### config.mk
export PLATFORM = sky130hd
export DESIGN_NAME = pwm_gen
export DESIGN_NICKNAME = d
export VERILOG_FILES = /design/src/rtl/mppt_pkg.sv /design/src/rtl/dead_time_gen.sv /design/src/rtl/pwm_gen.sv
export SDC_FILE = /design/constraint.sdc
export NUM_CORES = 1
export LEC_CHECK = 0
export CAP_MARGIN = 0
export CORE_MARGIN = 2
export CORE_UTILIZATION = 53
export CTS_CLUSTER_DIAMETER = 200
export CTS_CLUSTER_SIZE = 28
export DETAILED_ROUTE_END_ITERATION = 12
export PLACE_DENSITY_LB_ADDON = 0.08
export SLEW_MARGIN = 20
export SYNTH_ARGS = -nofsm -noshare
export SYNTH_HDL_FRONTEND = slang
export SYNTH_HIERARCHICAL = 1
export SYNTH_SLANG_ARGS = --single-unit
### constraint.sdc
create_clock -name clk -period 4.1 [get_ports clk]
set_input_delay 0.82 -clock clk [delete_from_list [all_inputs] [get_ports clk]]
set_output_delay 0.82 -clock clk [all_outputs]
set_load 0.05 [all_outputs]
### src/rtl/mppt_pkg.sv
// rtl/mppt_pkg.sv - shared MPPT constants and duty clamp helper
package mppt_pkg;
  localparam int DUTY_W   = 6;
  localparam int PERIOD   = 46;
  localparam int DC_RESET = 23;
  localparam int DEADTIME = 2;
  localparam int DMIN     = 3;
  localparam int DMAX     = 43;

  typedef logic [DUTY_W-1:0] duty_t;

  function automatic duty_t clamp_duty(input duty_t v, input duty_t dmin, input duty_t dmax);
    if (v < dmin) return dmin;
    if (v > dmax) return dmax;
    return v;
  endfunction
endpackage

### src/rtl/dead_time_gen.sv
// rtl/dead_time_gen.sv - complementary gate driver with dead-time insertion
module dead_time_gen #(
  parameter int DEADTIME = mppt_pkg::DEADTIME
) (
  input  logic clk,
  input  logic rst,
  input  logic run,
  input  logic t,
  output logic pwm_h,
  output logic pwm_l
);
  import mppt_pkg::*;

  localparam duty_t DT_LOAD = duty_t'(DEADTIME - 1);

  logic  side;
  duty_t dt;

  always_ff @(posedge clk or posedge rst) begin
    if (rst) begin
      side  <= 1'b0;
      dt    <= DT_LOAD;
      pwm_h <= 1'b0;
      pwm_l <= 1'b0;
    end else if (!run) begin
      side  <= 1'b0;
      dt    <= DT_LOAD;
      pwm_h <= 1'b0;
      pwm_l <= 1'b0;
    end else if (t != side) begin
      // a target flip during dead time simply restarts the dead interval
      side  <= t;
      dt    <= DT_LOAD;
      pwm_h <= 1'b0;
      pwm_l <= 1'b0;
    end else if (dt != '0) begin
      dt    <= dt - 1'b1;
      pwm_h <= 1'b0;
      pwm_l <= 1'b0;
    end else begin
      pwm_h <= side;
      pwm_l <= ~side;
    end
  end
endmodule

### src/rtl/pwm_gen.sv
// rtl/pwm_gen.sv - carrier PWM with clamped shadow duty and period tick
module pwm_gen #(
  parameter int PERIOD   = mppt_pkg::PERIOD,
  parameter int DEADTIME = mppt_pkg::DEADTIME,
  parameter int DMIN     = mppt_pkg::DMIN,
  parameter int DMAX     = mppt_pkg::DMAX
) (
  input  logic       clk,
  input  logic       rst,
  input  logic       run,
  input  logic [5:0] cnt,
  output logic       pwm_h,
  output logic       pwm_l,
  output logic       period_tick,
  output logic [5:0] duty_q
);
  import mppt_pkg::*;

  localparam duty_t CAR_LAST = duty_t'(PERIOD - 1);

  duty_t car;
  duty_t dc;
  logic  wrap;
  logic  t;

  assign dc   = clamp_duty(cnt, duty_t'(DMIN), duty_t'(DMAX));
  assign wrap = (car == CAR_LAST);
  assign t    = (car < duty_q);

  // duty_q only moves at the period boundary so a period is never split
  always_ff @(posedge clk or posedge rst) begin
    if (rst) begin
      car         <= '0;
      duty_q      <= duty_t'(DC_RESET);
      period_tick <= 1'b0;
    end else if (!run) begin
      car         <= '0;
      duty_q      <= dc;
      period_tick <= 1'b0;
    end else begin
      car         <= wrap ? '0 : car + 1'b1;
      period_tick <= wrap;
      if (wrap) duty_q <= dc;
    end
  end

  dead_time_gen #(
    .DEADTIME(DEADTIME)
  ) u_dead_time (
    .clk  (clk),
    .rst  (rst),
    .run  (run),
    .t    (t),
    .pwm_h(pwm_h),
    .pwm_l(pwm_l)
  );
endmodule

==> impl_summary.log, run 1 <==
[metrics] fillcell total: 177
[metrics] overall die height: 51.13 um
[metrics] register bit total from synthesis: 22
[metrics] Synth Instances: 111
[metrics] cell area after synthesis: 0.001177 mm2
[metrics] pins over their slew limit: 0
[metrics] initial antenna violation count: 0
[metrics] number of routed nets with antenna violations: 0
[metrics] max_slew headroom: 55.59%
[metrics] number of buffers inserted to repair setup after CTS: 0
[metrics] number of maximum-capacitance violations: 0
[metrics] pin count of the biggest net entering global routing: 14
[metrics] wire length per cell after detailed routing: 12.62 um
[metrics] Overflow after GRT: 0
[metrics] TritonRoute pass-1 iters: 4
[metrics] Ports: 18
[metrics] dominant synthesized flop cell: dfrtp_1
[metrics] first-iteration detailed-routing DRC count: 11
[metrics] sequential fraction of the synthesis area: 47.29%
[metrics] post-detailed-route via-to-cell ratio: 5.139
[metrics] post-synthesis cell type count: 32
[metrics] Net Count, Synth: 129
[metrics] crit-path leading delay family: buffers and inverters
[metrics] total of hold buffers inserted after clock tree synthesis: 0
[metrics] total number of placement rows: 17
[metrics] number of flops mapped to enable cells by yosys: 0
[metrics] Layout Nets: 149
[metrics] Critical Path AT: ~1.7 ns
[metrics] total leakage power: 0.6354 nW
[metrics] proportion of register bits with asynchronous set or reset after synthesis: 100.0%
[metrics] ant diodes: 0
[metrics] total number of vias: 812
[metrics] Post-Route Hold Slack: 0.4981 ns
[metrics] final routed DRC violation total: 0
[metrics] effective utilization at floorplan: 54.80%
[metrics] power per standard cell area: 330.7 mW/mm2
[metrics] setup repair after global routing missed its margin: no
[metrics] buffers plus inverters on the worst setup path: 1
[metrics] chain of cells forming the critical path: clkdlybuf4s50_1
[metrics] Critical Path Source Type: flip-flop
[metrics] Clock Tree Root: clkbuf_4
[metrics] Post-Route Skew: 0.01073 ns
[metrics] delay of the slowest cell on the worst path: 0.80 ns
[metrics] clock-pin transition on the worst setup and hold timing paths: 0.12 ns
[metrics] RD Place Congestion: between 0.7 and 0.8
[metrics] cell with the largest stage delay on the worst path: clkdlybuf4s50_1
[metrics] final critical-path share of the clock period: 60.44%
[metrics] area of the die: 0.002614 mm2
[metrics] fraction of final layout cells with drive strength greater than 1: approximately 10%
[metrics] type of the worst min-delay path: reg2reg
[metrics] worst setup path class: reg2out
[metrics] outcome: complete, no violations
[metrics] Total Routing Usage GR: 18.73%
[metrics] number of global-route vias before repair: 880
[metrics] H-Tree Level Count: 1
[metrics] width of the die: 51.13 um
[metrics] synth top area cells: dfrtp_1, dfstp_2, ha_1
[metrics] top cell type by total area after synthesis: dfrtp_1
[metrics] CTS tree: yes
[metrics] number of hold-slack violations in the final timing report: 0
[metrics] Hold Path Cell Cnt: 1
[metrics] clock latency on the worst-skew pair: about 0.30 ns
[metrics] DRT Wirelength: 1994 um
[metrics] worst reg-to-reg path cell count: 8
[metrics] CORE AREA: 0.002148 mm2
[metrics] yosys warns: 6
[metrics] slew at the pin closest to its max-slew limit: 0.6661 ns
[metrics] area share of the leading cell type in the synthesized netlist: 36.13%
[metrics] list of most frequent post-synthesis cells: dfrtp_1, inv_1, ha_1
[metrics] endpoint type of the worst setup path: output port
[metrics] Post-Syn Area per Cell: 10.61 um2
[metrics] setup total negative slack: 0 ns
[metrics] number of gates resized after cts: 0
[metrics] most used standard cell by instance count after synthesis: dfrtp_1
[metrics] half-perimeter wire length of the detailed placement result: 1616 um
[metrics] Max Freq: 0.4036 GHz
[metrics] final-report setup violation count: 0
[metrics] Inserted Clock Buffers: 3
[metrics] Clock Tree Buf Depth: 2
[metrics] maximum vdd ir drop: 0.0002397 V
[metrics] TritonCTS Sinks: 22
[metrics] final critical-path required period: 2.478 ns
[metrics] global-route wire length before repair: 3650 um
[metrics] Data required, critical path: 3.28 ns
[metrics] largest driver fanout on the critical path: 3
[metrics] total number of cells along the worst setup path: 1
[metrics] Syn-to-layout area delta: 17.75%
[metrics] buffers added on ports: 17
-- path summary, 6_finish.rpt --
check | startpoint | end | slack (ns)
min | u_dead_time/side | u_dead_time/pwm_l | 0.50
max in group asynchronous | rst | duty_q[4] | 2.87
max | duty_q[0] | duty_q[0] | 1.62
max reg2reg | duty_q[4] | u_dead_time/dt[1] | 2.02
min reg2reg | u_dead_time/side | u_dead_time/pwm_l | 0.50
min in group asynchronous | rst | u_dead_time/dt[5] | 0.79
-- metal layers --
layer / global-route usage, % / vias to the layer above / part of all wire, %
li1: - / 427 / -
met1: 21.03 / 375 / 44
met2: 35.50 / 8 / 52
met3: 3.509 / 2 / 2.5
met4: 5.405 / 0 / 0.70
met5: 0 / - / 0
-- area by class of cell --
class / count / area [um2] / area share (%)
flip-flops and latches: 22 / 556.8 / 40.16
multi-input cells: 74 / 549.3 / 39.62
repair buffers: 17 / 170.2 / 12.27
inverters: 13 / 48.80 / 3.520
well taps: 28 / 35.03 / 2.527
clock buffers: 4 / 26.28 / 1.895
-- power by group --
group	total [mW]	internal (mW)	leakage (nW)	switching [mW]
logic	0.112	0.0472	0.341	0.0652
clock network	0.0986	0.0378	0.0150	0.0608
registers	0.247	0.235	0.279	0.0126
total	0.458	0.320	0.635	0.139
-- cells by family (layout without fill, tap and decap cells) --
| family | count (synthesis) | after routing | synth area share, % |
|---|---|---|---|
| adder cells (fa/ha/maj) | 9 | 9 | 9.564 |
| XOR/XNOR | 5 | 5 | 3.720 |
| AND/OR/NAND/NOR | 33 | 33 | 15.62 |
| AO/OA/AOI/OAI | 21 | 21 | 12.11 |
| flip-flops | 22 | 22 | 47.29 |
| multiplexers | 6 | 6 | 5.632 |
| buffers and inverters | 15 | 34 | 6.058 |
-- stage by stage --
stage | cells | area (um2) | power (mW) | utilization, % | setup slack (ns)
6_report | 158 | 1386 | 0.4585 | 64.53 | 1.622
5_1_grt | 158 | 1386 | 0.4873 | 64.53 | 1.589
4_1_cts | 158 | 1386 | 0.4654 | 64.53 | 1.612
3_5_place_dp | 154 | 1360 | 0.3654 | 63.31 | 1.906
3_3_place_gp | 154 | 1360 | 0.3628 | 63.31 | 1.966
2_1_floorplan | 111 | 1177 | 0.3310 | - | 2.014
-- cells in the final DEF, fill, tap and decap left out, types with 2 or more instances in the layout --
master,count
a211oi_1,3
a21o_1,3
a21oi_1,5
clkbuf_4,3
clkdlybuf4s50_1,17
dfrtp_1,17
dfstp_2,5
ha_1,9
inv_1,13
mux2i_1,4
nand2_1,3
nand2b_1,6
nand3_1,5
nor2_1,6
nor3_1,4
nor4_1,2
o21ai_0,3
o31ai_1,3
xnor2_1,3
xor2_1,2
-- flip-flops by register name, summed over array words and instances, names as in the netlist --
signal	flops
duty_q	6
u_dead_time/pwm_h	1
period_tick	1
u_dead_time/pwm_l	1
car	6
u_dead_time/side	1
u_dead_time/dt	6
Note: power is estimated with default switching activity, not from simulation.
==> run 2: changes to the inputs <==
CORE_UTILIZATION = 52   (was 53)
clock period = 2.6 ns   (was 4.1 ns; I/O delays follow)
==> run 2 against run 1 <==
Sequential cell count did not move. Combinational power rose by 62%. First-iteration DRC count fell by 45%. Routed wire length rose by 9.0%. Sequential power rose by 58%. Die area rose by 1.8%. Largest cell class unchanged. Largest power group unchanged.
==> impl_summary.log, run 2 (same netlist as run 1, synthesis figures left out) <==
[metrics] outcome: complete, no violations
[metrics] width of the die: 51.59 um
[metrics] type of the worst min-delay path: in2async
[metrics] Critical Path AT: ~1.7 ns
[metrics] buffers plus inverters on the worst setup path: 1
[metrics] post-detailed-route via-to-cell ratio: between 5 and 6
[metrics] final-report setup violation count: 0
[metrics] TritonCTS Sinks: 22
[metrics] max_slew headroom: between 50 and 60%
[metrics] total leakage power: 0.6354 nW
[metrics] worst reg2reg path startpoint: duty_q[4]
[metrics] fillcell total: between 200 and 250
[metrics] start point of the critical path: duty_q[0]
[metrics] total number of vias: roughly 860
[metrics] power per standard cell area: 529.7 mW/mm2
[metrics] Overflow after GRT: 0
[metrics] first-iteration detailed-routing DRC count: 6
[metrics] endpoint type of the worst setup path: output port
[metrics] highest metal layer used by the detailed router: met4
[metrics] detailed-route wire length on metal 1: 926 um
[metrics] Clock Tree Root: clkbuf_4
[metrics] number of buffers inserted to repair setup after CTS: 0
[metrics] wire length per cell after detailed routing: 13.75 um
[metrics] Data required, critical path: 2.08 ns
[metrics] top library cells by usage in the layout, fill and taps aside: dfrtp_1, clkdlybuf4s50_1, inv_1, ha_1
[metrics] Max Freq: 0.4528 GHz
[metrics] chain of cells forming the critical path: clkdlybuf4s50_1
[metrics] crit-path leading delay family: buffers and inverters
[metrics] final critical-path share of the clock period: 84.93%
[metrics] number of routed nets with antenna violations: 0
[metrics] cell with the largest stage delay on the worst path: clkdlybuf4s50_1
[metrics] Syn-to-layout area delta: 17.75%
[metrics] post-route cell area: 0.001386 mm2
[metrics] H-Tree Level Count: 1
[metrics] RD Place Congestion: 0.7623
[metrics] biggest registers after layout: car (6), duty_q (6), u_dead_time/dt (6)
[metrics] maximum vdd ir drop: ~0.00036 V
[metrics] CORE AREA: between 0.002 and 0.0025 mm2
[metrics] area taken by multi-input logic gates: ~550 um2
[metrics] initial antenna violation count: 0
[metrics] number of global-route vias before repair: 883
[metrics] post-place instance area: about 0.0014 mm2
[metrics] setup total negative slack: 0 ns
[metrics] largest driver fanout on the critical path: 3
[metrics] Total Routing Usage GR: 19.64%
[metrics] global-route wire length before repair: around 3900 um
[metrics] TritonRoute pass-1 iters: 4
[metrics] delay of the slowest cell on the worst path: 0.81 ns
[metrics] Inserted Clock Buffers: 3
[metrics] fin util: between 60% and 70%
[metrics] ant diodes: 0
[metrics] final routed DRC violation total: 0
[metrics] fraction of final layout cells with drive strength greater than 1: between 10% and 20%
[metrics] buffers added on ports: 17
[metrics] total of hold buffers inserted after clock tree synthesis: 0
[metrics] clock latency on the worst-skew pair: a little over 0.3 ns
[metrics] setup repair after global routing missed its margin: no
[metrics] effective utilization at floorplan: 54.27%
[metrics] number of gates resized after cts: 0
[metrics] slew at the pin closest to its max-slew limit: 0.6627 ns
[metrics] worst setup path class: reg2out
[metrics] pin count of the biggest net entering global routing: 14
[metrics] Ports: 18
[metrics] met2 routed WL: 1166 um
[metrics] DRT Wirelength: 2173 um
[metrics] final critical-path required period: around 2.2 ns
[metrics] register cell area after layout: 556.8 um2
[metrics] # placed instances: 154
[metrics] number of hold-slack violations in the final timing report: 0
[metrics] Final Total Pwr: 0.7344 mW
[metrics] Post-Route Skew: a little over 0.002 ns
[metrics] total number of placement rows: 17
[metrics] overall die height: 51.59 um
[metrics] Final Instance Count excl. Fillers: 158
[metrics] Critical Path Source Type: flip-flop
[metrics] half-perimeter wire length of the detailed placement result: 1729 um
[metrics] Layout Nets: 149
[metrics] Clock Tree Buf Depth: 2
[metrics] length of routed met3 wiring: 52 um
[metrics] CTS tree: yes
[metrics] clock-pin transition on the worst setup and hold timing paths: around 0.12 ns
[metrics] area of the die: 0.002661 mm2
[metrics] number of maximum-capacitance violations: 0
[metrics] pins over their slew limit: 0
==> run 2: cell counts in the layout (fill, tap and decap cells not counted) <==
No cell type changed its count.
==> run 2: layer usage <==
metal / vias up / GRT usage (%)
li1: 422 / -
met1: 425 / 22.30
met2: 13 / 36.32
met3: 4 / 2.874
met4: 0 / 8.333
met5: - / 0
==> run 2: worst reg2reg max path, stage by stage, from the launching register on <==
cell	delay, ns
dfstp_2	0.55
inv_1	0.05
ha_1	0.30
a21o_1	0.18
a21oi_1	0.16
o31a_1	0.20
xnor2_1	0.12
nand2_1	0.19
a211oi_1	0.29
==> run 2: per-stage QoR <==
| stage | hold slack, ns | setup slack, ns |
|---|---|---|
| after CTS | 0.4930 | 0.3867 |
| after global routing | 0.5273 | 0.3562 |
| after floorplan | 0.3472 | 0.5144 |
| after global placement | 0.4896 | 0.6408 |
| after detailed placement | 0.4996 | 0.4911 |
| final | 0.4801 | 0.3917 |
==> run 2: layout make-up <==
type,count,area share (%)
multi-input cells,74,39.62
clock buffers,4,1.895
well taps,28,2.527
inverters,13,3.520
flip-flops and latches,22,40.16
repair buffers,17,12.27
==> run 2: path summary, 6_finish.rpt <==
check,slack [ns],endpoint,cells after the start
max,0.39,duty_q[0],1
min,0.48,u_dead_time/pwm_l,2
max reg2reg,0.48,u_dead_time/dt[1],8
min reg2reg,0.52,u_dead_time/pwm_l,1
max in group asynchronous,1.69,duty_q[1],2
min in group clk,0.52,u_dead_time/pwm_l,1
==> run 2: power breakdown <==
part | internal [mW] | switching, mW | leakage, nW
Clock | 0.0600 | 0.102 | 0.0150
Sequential | 0.370 | 0.0208 | 0.279
Combinational | 0.0751 | 0.106 | 0.341
Total | 0.506 | 0.229 | 0.635
